[config.mk]
export PLATFORM = sky130hd
export DESIGN_NAME = wb_retire_monitor
export DESIGN_NICKNAME = d
export VERILOG_FILES = /design/src/rtl/wb_retire_monitor.sv
export SDC_FILE = /design/constraint.sdc
export NUM_CORES = 1
export LEC_CHECK = 0
export ABC_AREA = 1
export BUFFER_PORTS_ARGS = -buffer_cell sky130_fd_sc_hd__buf_2
export CAP_MARGIN = 40
export CORE_UTILIZATION = 48
export CTS_BUF_LIST = sky130_fd_sc_hd__clkbuf_4
export CTS_CLUSTER_SIZE = 30
export DETAILED_ROUTE_END_ITERATION = 12
export PLACE_DENSITY = 0.65
export SLEW_MARGIN = 15
export SYNTH_ARGS = -nofsm -noshare
export SYNTH_HDL_FRONTEND = slang
export SYNTH_SLANG_ARGS = --single-unit
[constraint.sdc]
create_clock -name Clk -period 4.1 [get_ports Clk]
set_input_delay 0.205 -clock Clk [delete_from_list [all_inputs] [get_ports Clk]]
set_output_delay 0.205 -clock Clk [all_outputs]
set_load 0.02 [all_outputs]
[src/rtl/wb_retire_monitor.sv]
// Writeback retirement monitor: retired/cycle counters, same-PC halt detection and a register-write trace FIFO.
// Optional build macro WB_MON_ZERO_FILTER_EN keeps writes to register 0 out of the trace.
module wb_retire_monitor #(
    parameter int TRACE_DEPTH = 8,
    parameter int CNT_W       = 32,
    parameter int HALT_REPEAT = 3
) (
    input  logic             Clk,
    input  logic             Reset,
    input  logic             WB_Valid,
    input  logic [31:0]      WB_PC,
    input  logic             WB_RegWrite,
    input  logic [4:0]       WB_WriteReg,
    input  logic [31:0]      WB_WriteData,
    input  logic             Trace_Ready,
    output logic             Trace_Valid,
    output logic [31:0]      Trace_PC,
    output logic [4:0]       Trace_Reg,
    output logic [31:0]      Trace_Data,
    output logic             Trace_Overflow,
    output logic [CNT_W-1:0] Retired,
    output logic [CNT_W-1:0] Cycles,
    output logic             Halted
);

    localparam int PTR_W  = (TRACE_DEPTH > 1) ? $clog2(TRACE_DEPTH) : 1;
    localparam int OCC_W  = $clog2(TRACE_DEPTH + 1);
    localparam int SAME_W = $clog2(HALT_REPEAT + 1);
    localparam int ENT_W  = 32 + 5 + 32;

    function automatic logic [CNT_W-1:0] sat_inc(input logic [CNT_W-1:0] v);
        return (&v) ? v : v + CNT_W'(1);
    endfunction

    logic [ENT_W-1:0]  mem [TRACE_DEPTH];
    logic [PTR_W-1:0]  wr_ptr, rd_ptr, rd_next;
    logic [OCC_W-1:0]  occ, occ_next, remain;
    logic [31:0]       last_pc;
    logic              last_valid;
    logic [SAME_W-1:0] same_cnt, same_next;

    logic act, push, pop, full, wr_en, drop;
    logic [ENT_W-1:0] push_ent, head_next;

    always_comb begin
        act = WB_Valid & ~Halted;
`ifdef WB_MON_ZERO_FILTER_EN
        push = act & WB_RegWrite & (WB_WriteReg != 5'd0);
`else
        push = act & WB_RegWrite;
`endif
        push_ent = {WB_PC, WB_WriteReg, WB_WriteData};
        full     = (occ == OCC_W'(TRACE_DEPTH));
        pop      = Trace_Valid & Trace_Ready;
        // A full FIFO still accepts a push when the head leaves at the same edge.
        wr_en    = push & (~full | pop);
        drop     = push & full & ~pop;
        occ_next = occ + OCC_W'(wr_en) - OCC_W'(pop);
        remain   = occ - OCC_W'(pop);
        rd_next  = rd_ptr + PTR_W'(pop);

        // Head register is preloaded so the outputs stay registered with no fall-through.
        head_next = '0;
        if (occ_next != '0) begin
            if (remain == '0)
                head_next = push_ent;
            else
                head_next = mem[rd_next];
        end

        same_next = (last_valid && WB_PC == last_pc) ? same_cnt + SAME_W'(1) : SAME_W'(1);
    end

    always_ff @(posedge Clk) begin
        if (wr_en)
            mem[wr_ptr] <= push_ent;
    end

    always_ff @(posedge Clk) begin
        if (Reset) begin
            wr_ptr         <= '0;
            rd_ptr         <= '0;
            occ            <= '0;
            Trace_Valid    <= 1'b0;
            Trace_PC       <= '0;
            Trace_Reg      <= '0;
            Trace_Data     <= '0;
            Trace_Overflow <= 1'b0;
            Retired        <= '0;
            Cycles         <= '0;
            Halted         <= 1'b0;
            last_pc        <= '0;
            last_valid     <= 1'b0;
            same_cnt       <= '0;
        end else begin
            if (wr_en)
                wr_ptr <= wr_ptr + PTR_W'(1);
            rd_ptr      <= rd_next;
            occ         <= occ_next;
            Trace_Valid <= (occ_next != '0);
            {Trace_PC, Trace_Reg, Trace_Data} <= head_next;
            if (drop)
                Trace_Overflow <= 1'b1;
            if (!Halted)
                Cycles <= sat_inc(Cycles);
            if (act) begin
                Retired    <= sat_inc(Retired);
                last_pc    <= WB_PC;
                last_valid <= 1'b1;
                same_cnt   <= same_next;
                if (same_next == SAME_W'(HALT_REPEAT))
                    Halted <= 1'b1;
            end
        end
    end

endmodule
==> flow_results.org, run 1 <==
** Place
- The congestion estimate from routability-driven global placement came to 0.8888.
- Input and output buffers added on the ports amount to 209.
- After detailed placement, the total cell area comes to 31520 sq um.
- HPWL reported at the end of detailed placement :: 39230 um

** STA
- Headroom to the max-slew limit :: 35.18%
- Dividing the final minimum period by the clock period gives 76.30%.
- Setup repair after global routing left no endpoint under its margin.
- The max-slew violation total from the final report came to 0.
- Setup violations remaining at the end of the flow were counted as 0.
- Clock period minus worst slack :: 3.128 ns
- For this run, the top clock speed supported by timing is 319.7 MHz.
- Final worst clock skew :: 0.05707 ns
- For the pin with the worst max-slew slack, the measured transition is 0.9723 ns.
- Final number of hold-violating endpoints :: 0

** Detailed routing
- For this block, the routed nets add up to 75600 um of wire.
- In the routed design, unresolved DRC markers number 0.
- After detailed routing, the average wire length per cell comes to 18.45 um.
- The detailed router placed 22250 vias in this run.
- In this run, the number of DRC markers left after iteration 0 of detailed routing was 1767.
- Routed vias/inst :: 5.431
- The detail route stage leaves a number of antenna-violating nets equal to 0.
- The first TritonRoute pass finished after 5 iterations.

** Synthesis
- Number of warning messages in the yosys log :: 0
- Count leader, synth :: edfxtp_1
- After synthesis the cells add up to 29560 sq um.
- Yosys attributes the largest share of cell area to edfxtp_1 (56%), dfxtp_1 (12%), nor2_1 (5.9%).
- Synth area leader :: edfxtp_1
- When the netlist entered floorplanning its net count stood at 2820.
- Sorting the synthesized cells by how often they occur yields edfxtp_1 (552), nor2_1 (465), nand2_1 (396), o21ai_0 (347), dfxtp_1 (181).
- Avg Cell Area, Syn :: 10.82 sq um
- Sequential elements use 68.33% of the synthesized area.
- Among all flip-flop cells after synthesis, the most frequent one is edfxtp_1.
- Top cell type's share of synthesized area :: 56.07%
- Synthesis handed over a netlist of 2732 instances.
- Yosys mapped a number of flops with a built-in enable equal to 552.
- Counting flops and latches in the post-synthesis netlist gives 733.
- After synthesis, the share of flip-flops with an asynchronous set or reset is 0%.
- After synthesis, the netlist uses 40 different library cells.

** Critical path
- In this design, the critical path's most frequently occurring cell is ha_1.
- Worst r2r path cells :: 14
- Critical Path Sink Type :: flop
- Among all stages on the critical path, the largest delay is contributed by fa_1.
- In this design, the stage delay of the slowest critical-path cell is 0.44 ns.
- STA puts the critical path data arrival time at 3.97 ns.
- Critical Path Source Type :: flop
- The critical path runs through a total of 14 cells.
- Together, buffers and inverters on the worst path number 4.
- Of all nets on the critical path, the largest fanout is 68.
- Cell breakdown of the critical path :: inv_1 -> ha_1 -> nor3b_1 -> nand2_1 -> nand2_1 -> ha_1 -> inv_1 -> ha_1 -> fa_1 -> nor2_1 -> a31oi_1 -> inv_2 -> buf_12 -> nor2_1
- CP top delay family :: adder cells
- For the worst setup path, the data required time is 4.94 ns.
- The setup path with the least slack is of type reg -> reg.

** Layout
- Area of the multi-input gates :: 8309 sq um
- Synthesis-to-finish area growth :: 19.96%
- Across the whole layout, storage elements account for 20200 sq um.
- The layout has 5014 filler cells.
- Core utilization of the finished layout :: 58.54%
- Once layout is done, the placed cells without fillers occupy 35460 sq um.
- Nets :: 3243
- Fraction of final layout cells with drive strength greater than 1 :: 18.03%

** GRT
- Entering global routing, the biggest net connects 221 pins.
- The number of global-route vias before repair came to 21860.
- The number of antenna violations at the first check in global routing was 5.
- Overall global routing resource usage :: 24.05%
- Wire length of the first global-routing pass :: 116900 um
- The total overflow left after global routing is 0.

** Floorplan
- The die covers 62590 sq um.
- I/O pin total :: 210
- FP Rows :: 90
- Measured along the x axis, the die boundary spans 250.2 um.
- The die is 250.2 um tall.
- Initial core utilization :: 48.80%
- The region available for standard cell placement spans 60580 sq um.

** Clock tree
- CTS tree :: done
- CTS Buf Count :: 184
- CTS H-tree lvls :: 4
- Clock latency of the later-clocked register in the worst-skew pair :: 1.02 ns
- CTS-repair resized insts :: 0
- Clock-pin slew was measured on the worst setup and hold paths at 0.06 ns.
- Number of setup buffers added after CTS :: 0
- Counting every sink on the clock net gives 733.
- Counting along the longest clock path gives a buffer depth of 3.
- The tree is rooted in a clkbuf_4.

** Worst hold path
- Hold depth :: 4
- In this run the worst hold path is classified as in -> reg.

** Power
- P_leak :: 13.12 nW
- Power spread over the standard cell area amounts to 589.4 nW/um^2.
- VDD sags by at most 0.0006399 V.

** Status
- The flow ran to the end, and the final reports show no timing, DRC or antenna violations.

** Job
- The tool flagged a number of max-cap violations equal to 0.
## worst paths after layout
path | endpoint | from | slack (ns)
min | Trace_Data[27]$_SDFF_PP0_ | WB_WriteData[27] | 0.11
max reg2reg | Trace_Data[31]$_SDFF_PP0_ | occ[2]$_SDFF_PP0_ | 0.97
max | Trace_Data[31]$_SDFF_PP0_ | occ[2]$_SDFF_PP0_ | 0.97
min reg2reg | last_pc[15]$_SDFFE_PP0N_ | last_pc[15]$_SDFFE_PP0N_ | 0.47
## cell families (layout without fill, tap and decap cells)
logic type,after synthesis,after routing,share of synthesized area (%)
simple gates,1041,1041,14.55
buf+inv,275,854,3.898
other cells,0,4,0
flops,733,733,68.33
xor+xnor,50,50,1.507
fa+ha+maj,14,14,0.6180
compound gates,619,619,11.10
## sequential cells by signal (all words and copies together) (netlist names)
| signal | cells |
|---|---|
| last_pc | 32 |
| same_cnt | 2 |
| Trace_Valid | 1 |
| Retired | 32 |
| Trace_Overflow | 1 |
| Trace_Reg | 5 |
| occ | 4 |
| Halted | 1 |
| Cycles | 32 |
| mem | 552 |
| wr_ptr | 3 |
| last_valid | 1 |
| Trace_Data | 32 |
| rd_ptr | 3 |
| Trace_PC | 32 |
## layer usage
metal | track usage (%) | up-vias | part of all wire, %
li1 | - | 10570 | -
met1 | 30.55 | 10700 | 42
met2 | 39.89 | 844 | 48
met3 | 5.321 | 131 | 7.3
met4 | 9.851 | 4 | 2.3
met5 | 0 | - | 0.029
## worst register-to-register path, delay by kind of cell, from the launching register on
kind | cells | cell delay, ns
fa+ha+maj | 4 | 1.03
flops | 1 | 0.32
buf+inv | 4 | 0.67
simple gates | 5 | 0.79
compound gates | 1 | 0.15
## power by group
group          total (mW)  switching [mW]  internal, mW
Combinational        6.03            4.14          1.89
Sequential           8.66           0.188          8.47
Clock                6.22            2.90          3.31
## area by class of cell
type	count	area share, %
antenna	4	0.02823
clock buffer	294	6.224
clock inverter	48	0.6704
timing repair buffer	392	8.630
multi-input combinational	1724	23.43
tap	782	2.759
sequential	733	56.96
inverter	120	1.298
## cell usage in the layout (no fill, tap or decap), types with 10 or more instances in the layout
cell type and instances:
dlygate4sd3_1 147, nor2_4 11, nand3_1 96, o21ai_0 347, buf_12 17, nand2_1 395, ha_1 11, clkinv_1 33
dfxtp_1 181, xnor2_1 18, nand4_1 20, buf_2 209, inv_1 110, xor2_1 31, o21ai_1 53, buf_4 16
clkbuf_4 294, nor3_1 34, inv_2 10, nor2_1 457, edfxtp_1 552, o22ai_1 137, a21oi_1 77
## through the flow
step | TNS [ns] | power (mW) | setup WS (ns) | instances | hold WS, ns
2_1_floorplan | -111.67 | 12.93 | -0.4046 | 2732 | 0.3039
3_3_place_gp | 0 | 14.53 | 1.166 | 3600 | 0.4525
3_5_place_dp | 0 | 14.67 | 1.002 | 3603 | 0.4584
4_1_cts | 0 | 21.04 | 0.9434 | 4092 | 0.001095
5_1_grt | 0 | 22.10 | 0.6822 | 4096 | 0.05147
6_report | 0 | 20.90 | 0.9719 | 4097 | 0.1113
## timing repair
| item | in CTS | in global routing |
|---|---|---|
| hold endpoints to repair | 721 | 0 |
| setup endpoints to repair | 0 | 0 |
| hold buffers | 147 | 0 |
No activity file was read; power rests on OpenSTA's default activity.
==> inputs of run 2 (changes only) <==
--- a/config.mk
+++ b/config.mk
@@ -12,7 +12,7 @@
 export CTS_BUF_LIST = sky130_fd_sc_hd__clkbuf_4
 export CTS_CLUSTER_SIZE = 30
 export DETAILED_ROUTE_END_ITERATION = 12
-export PLACE_DENSITY = 0.65
+export PLACE_DENSITY = 0.63
 export SLEW_MARGIN = 15
 export SYNTH_ARGS = -nofsm -noshare
 export SYNTH_HDL_FRONTEND = slang
==> constraint.sdc (replaced) <==
create_clock -name Clk -period 3 [get_ports Clk]
set_input_delay 0.15 -clock Clk [delete_from_list [all_inputs] [get_ports Clk]]
set_output_delay 0.15 -clock Clk [all_outputs]
set_load 0.02 [all_outputs]
==> run 2 against run 1 <==
Against the previous run: fmax grew 7.8%; register-to-register slack worse by 0.87 ns; sequential cell count unchanged; total power up 40%; first-iteration DRC count decreased by 8.1%; clock skew grew 0.0063 ns; critical path depth unchanged; combinational power increased by 49%; sequential power up 36%; worst hold slack better by 0.014 ns; critical endpoint is now Trace_PC[1]$_SDFF_PP0_.
==> flow_results.org, run 2 (synthesized netlist as in run 1, its figures left out) <==
** Status
- Run status :: finished, final reports clean

** Clock tree
- Clock latency of the later-clocked register in the worst-skew pair :: 1.02 ns (about the same)
- The depth of the CTS H-tree was 4 (unchanged).
- CTS tree :: done
- The total clock buffers created by CTS was 182 (-1.1%).
- The buffer levels on the longest clock path came to 3 (unchanged).
- The tree is rooted in a clkbuf_4.
- The clock sink count came to 733 (unchanged).
- Clock edge transition at the registers on the reported setup and hold paths :: 0.07 ns (about the same)

** Power
- The sequential group share of total power was 40.4% (-1.0 points).
- The proportion of total power due to net switching is 35.14% (+0.57 points).
- The share of power burned in the clock network is 29.0% (-0.7 points).
- The power density of the placed cells came to 811.9 nW/um^2 (+38%).
- Sum of internal, switching and leakage power :: 29.31 mW (+40%)
- The internal portion of total power is 19.01 mW (+39%).
- Proportion of power drawn by combinational gates :: 30.7% (+1.9 points)
- Worst voltage drop across the vdd grid :: 0.0007421 V (+16%)
- P_leak :: 13.41 nW (+2.2%)
- The switching power of the nets is 10.30 mW (+43%).

** Critical path
- Maximum cell stage delay along the critical path :: 0.42 ns (-0.02 ns)
- Walking the worst path, the cells encountered are inv_2 -> ha_1 -> nor3b_4 -> nand2_1 -> nand2_1 -> ha_1 -> inv_1 -> ha_1 -> fa_1 -> xor2_2 -> a31oi_4 -> inv_6 -> clkbuf_16 -> nor2_1.
- Biggest fanout along the worst timing path :: 17 (-75%)
- Library cell contributing the largest single delay on the critical path :: fa_1
- The worst setup path is of the reg -> reg kind.
- The data required time at the worst endpoint is 3.88 ns (-1.06 ns).
- In this design, the critical path's most frequently occurring cell is ha_1.
- Data arrival time at the worst-slack endpoint :: 3.78 ns (-0.19 ns)
- Critical Path Source Type :: flop
- The worst setup path is captured at a flop.

** Layout
- The library cell used most frequently in the layout, excluding fill and tap cells, is edfxtp_1.
- Final std cells w/o fill :: 4146 (+1.2%)
- Synthesis-to-finish area growth :: 22.14%
- Register ranked first by flip-flop count :: mem
- The count of nets after finishing came to 3289 (+1.4%).
- Final-layout fill cell count :: 5014 (unchanged)
- The fraction of layout cells with a size suffix above 1 was 18.31% (+0.28 points).
- Max FFs per register :: 552 (unchanged)
- Most frequent cells in the layout :: edfxtp_1 (552), nor2_1 (456), nand2_1 (395)
- Area of all placed cells without fillers :: 36110 sq um (+1.8%)

** Place
- Number of buffer cells added on primary ports :: 209 (unchanged)
- The total placed instance area is 31740 sq um (+0.71%).
- The final weighted congestion of routability-driven global placement came to 0.8886 (about the same).
- Dpl cells :: 3616 (+0.36%)
- The HPWL reported at the end of detailed placement came to 40470 um (+3.2%).
- DP Worst Slack :: -0.01505 ns (-1.017 ns)

** Floorplan
- Vertical die dimension :: 250.2 um (unchanged)
- Initial core utilization :: 48.80% (unchanged)
- Chip Width :: 250.2 um (unchanged)
- The number of ports placed on the die boundary is 210 (unchanged).
- The total die area was 62590 sq um (unchanged).
- FP Rows :: 90 (unchanged)
- The total core area came to 60580 sq um (unchanged).

** Detailed routing
- Post-DRT Antenna Nets :: 0 (unchanged)
- Routed vias/inst :: 5.416 (-0.28%)
- The number of detailed-route iterations in the first pass came to 5 (unchanged).
- Number of design-rule violations left by the first detailed-router iteration :: 1623 (-8.1%)
- Aggregate routed wire length :: 78630 um (+4.0%)
- The overall via count from detail_route is 22460 (+0.91%).
- Number of DRC violations after detailed routing :: 0 (unchanged)
- The mean routed wirelength per cell was 18.97 um (+2.8%).

** GRT
- The overall track demand over capacity in global routing is 24.88% (+0.83 points).
- Wire length of the first global-routing pass :: 120300 um (+2.9%)
- The number of global-route vias before repair came to 21910 (+0.25%).
- The remaining global-route overflow is 0 (unchanged).
- The number of antenna violations at the first check in global routing came to 6 (+1).
- Largest net degree at the start of global routing :: 139 (-37%)

** STA
- The fraction of the cycle the final worst path needs is 96.70% (+20 points).
- The worst setup margin came to 0.09900 ns (-0.8729 ns).
- Final number of hold-violating endpoints :: 0 (unchanged)
- The clock tree skew after final layout came to 0.06339 ns (+0.006316 ns).
- Setup repair after global routing missed its margin :: yes
- The minimum period implied by the final worst setup slack was 2.901 ns (-0.2271 ns).
- Pins over their slew limit :: 0 (unchanged)
- Worst Max-Slew Pin Slew :: 0.7010 ns (-0.2712 ns)
- The worst slew margin relative to its limit was 53.27% (+18 points).
- Maximum achievable frequency :: 344.7 MHz (+7.8%)
- The number of failing setup endpoints in the final timing report came to 0 (unchanged).

** Worst hold path
- The path class of the tightest hold or removal check is in -> reg.

** Job
- Max Cap Viol :: 0 (unchanged)
run 2: cell types whose count changed in the layout (fill, tap and decap cells not counted), moves of 3 or more:
| cell | previous run | this run |
|---|---|---|
| clkinvlp_4 | 4 | 0 |
| clkbuf_4 | 294 | 285 |
| clkinv_1 | 33 | 36 |
| inv_6 | 1 | 5 |
| dlygate4sd3_1 | 147 | 178 |
| buf_4 | 16 | 19 |
| buf_12 | 17 | 30 |
| clkinv_2 | 5 | 9 |
run 2: final timing paths:
path	start	cells past startpoint	endpoint	slack [ns]
worst max-delay path	occ[2]$_SDFF_PP0_	14	Trace_PC[1]$_SDFF_PP0_	0.1
worst min-delay path	WB_WriteData[26]	4	Trace_Data[26]$_SDFF_PP0_	0.13
worst min register to register	last_pc[6]$_SDFFE_PP0N_	2	last_pc[6]$_SDFFE_PP0N_	0.47
worst max register to register	occ[2]$_SDFF_PP0_	14	Trace_PC[1]$_SDFF_PP0_	0.1
run 2: timing repair:
| action | 4_1_cts | 5_1_grt |
|---|---|---|
| hold buffers | 178 | 0 |
| pin swaps | 0 | 1 |
| setup endpoints to repair | 22 | 68 |
| endpoints found under the hold margin | 733 | 0 |
| buffers inserted | 0 | 2 |
| cloned | 1 | 2 |
| resized for setup | 4 | 7 |
run 2: area by class of cell:
cell class | count | area [sq um] | area share (%)
antenna | 6 | 15.01 | 0.04158
clock buffer | 285 | 2140 | 5.926
clock inverter | 56 | 289.0 | 0.8005
inverter | 120 | 464.2 | 1.286
multi-input combinational | 1724 | 8346 | 23.11
sequential | 733 | 20200 | 55.94
tap | 782 | 978.4 | 2.710
timing repair buffer | 440 | 3676 | 10.18
run 2: metrics by stage:
stage | TNS (ns) | util, % | hold slack, ns
final | 0 | 59.60 | 0.1252
after global routing | -0.05530 | 59.60 | 0.05283
after CTS | 0 | 59.42 | 0.002848
after detailed placement | -0.02927 | 52.39 | 0.4349
after global placement | 0 | 52.36 | 0.4283
after floorplan | -108.58 | - | 0.2489
run 2: routing by layer:
layer	GRT usage, %	vias up	part of all wire, %
met2	40.83	792	49
met4	9.483	6	1.9
met3	5.591	130	6.9
met1	32.21	10880	42
li1	-	10650	-
met5	0	-	0.043
run 2: power groups by stage:
stage,clock [mW],combinational (mW),sequential [mW]
6_report,8.49,8.99,11.8
5_1_grt,9.23,9.90,11.9
4_1_cts,8.71,8.70,11.8
3_5_place_dp,0,8.32,12.0
3_3_place_gp,0,8.15,12.0
2_1_floorplan,0,5.22,12.5
run 2: critical path, delay by kind of cell, from the launching register on:
kind                     cells  cell delay [ns]
AO/OA/AOI/OAI                1             0.15
buffers and inverters        4             0.54
adder cells (fa/ha/maj)      4             1.12
XOR/XNOR                     1             0.25
flip-flops                   1             0.36
AND/OR/NAND/NOR              4             0.35
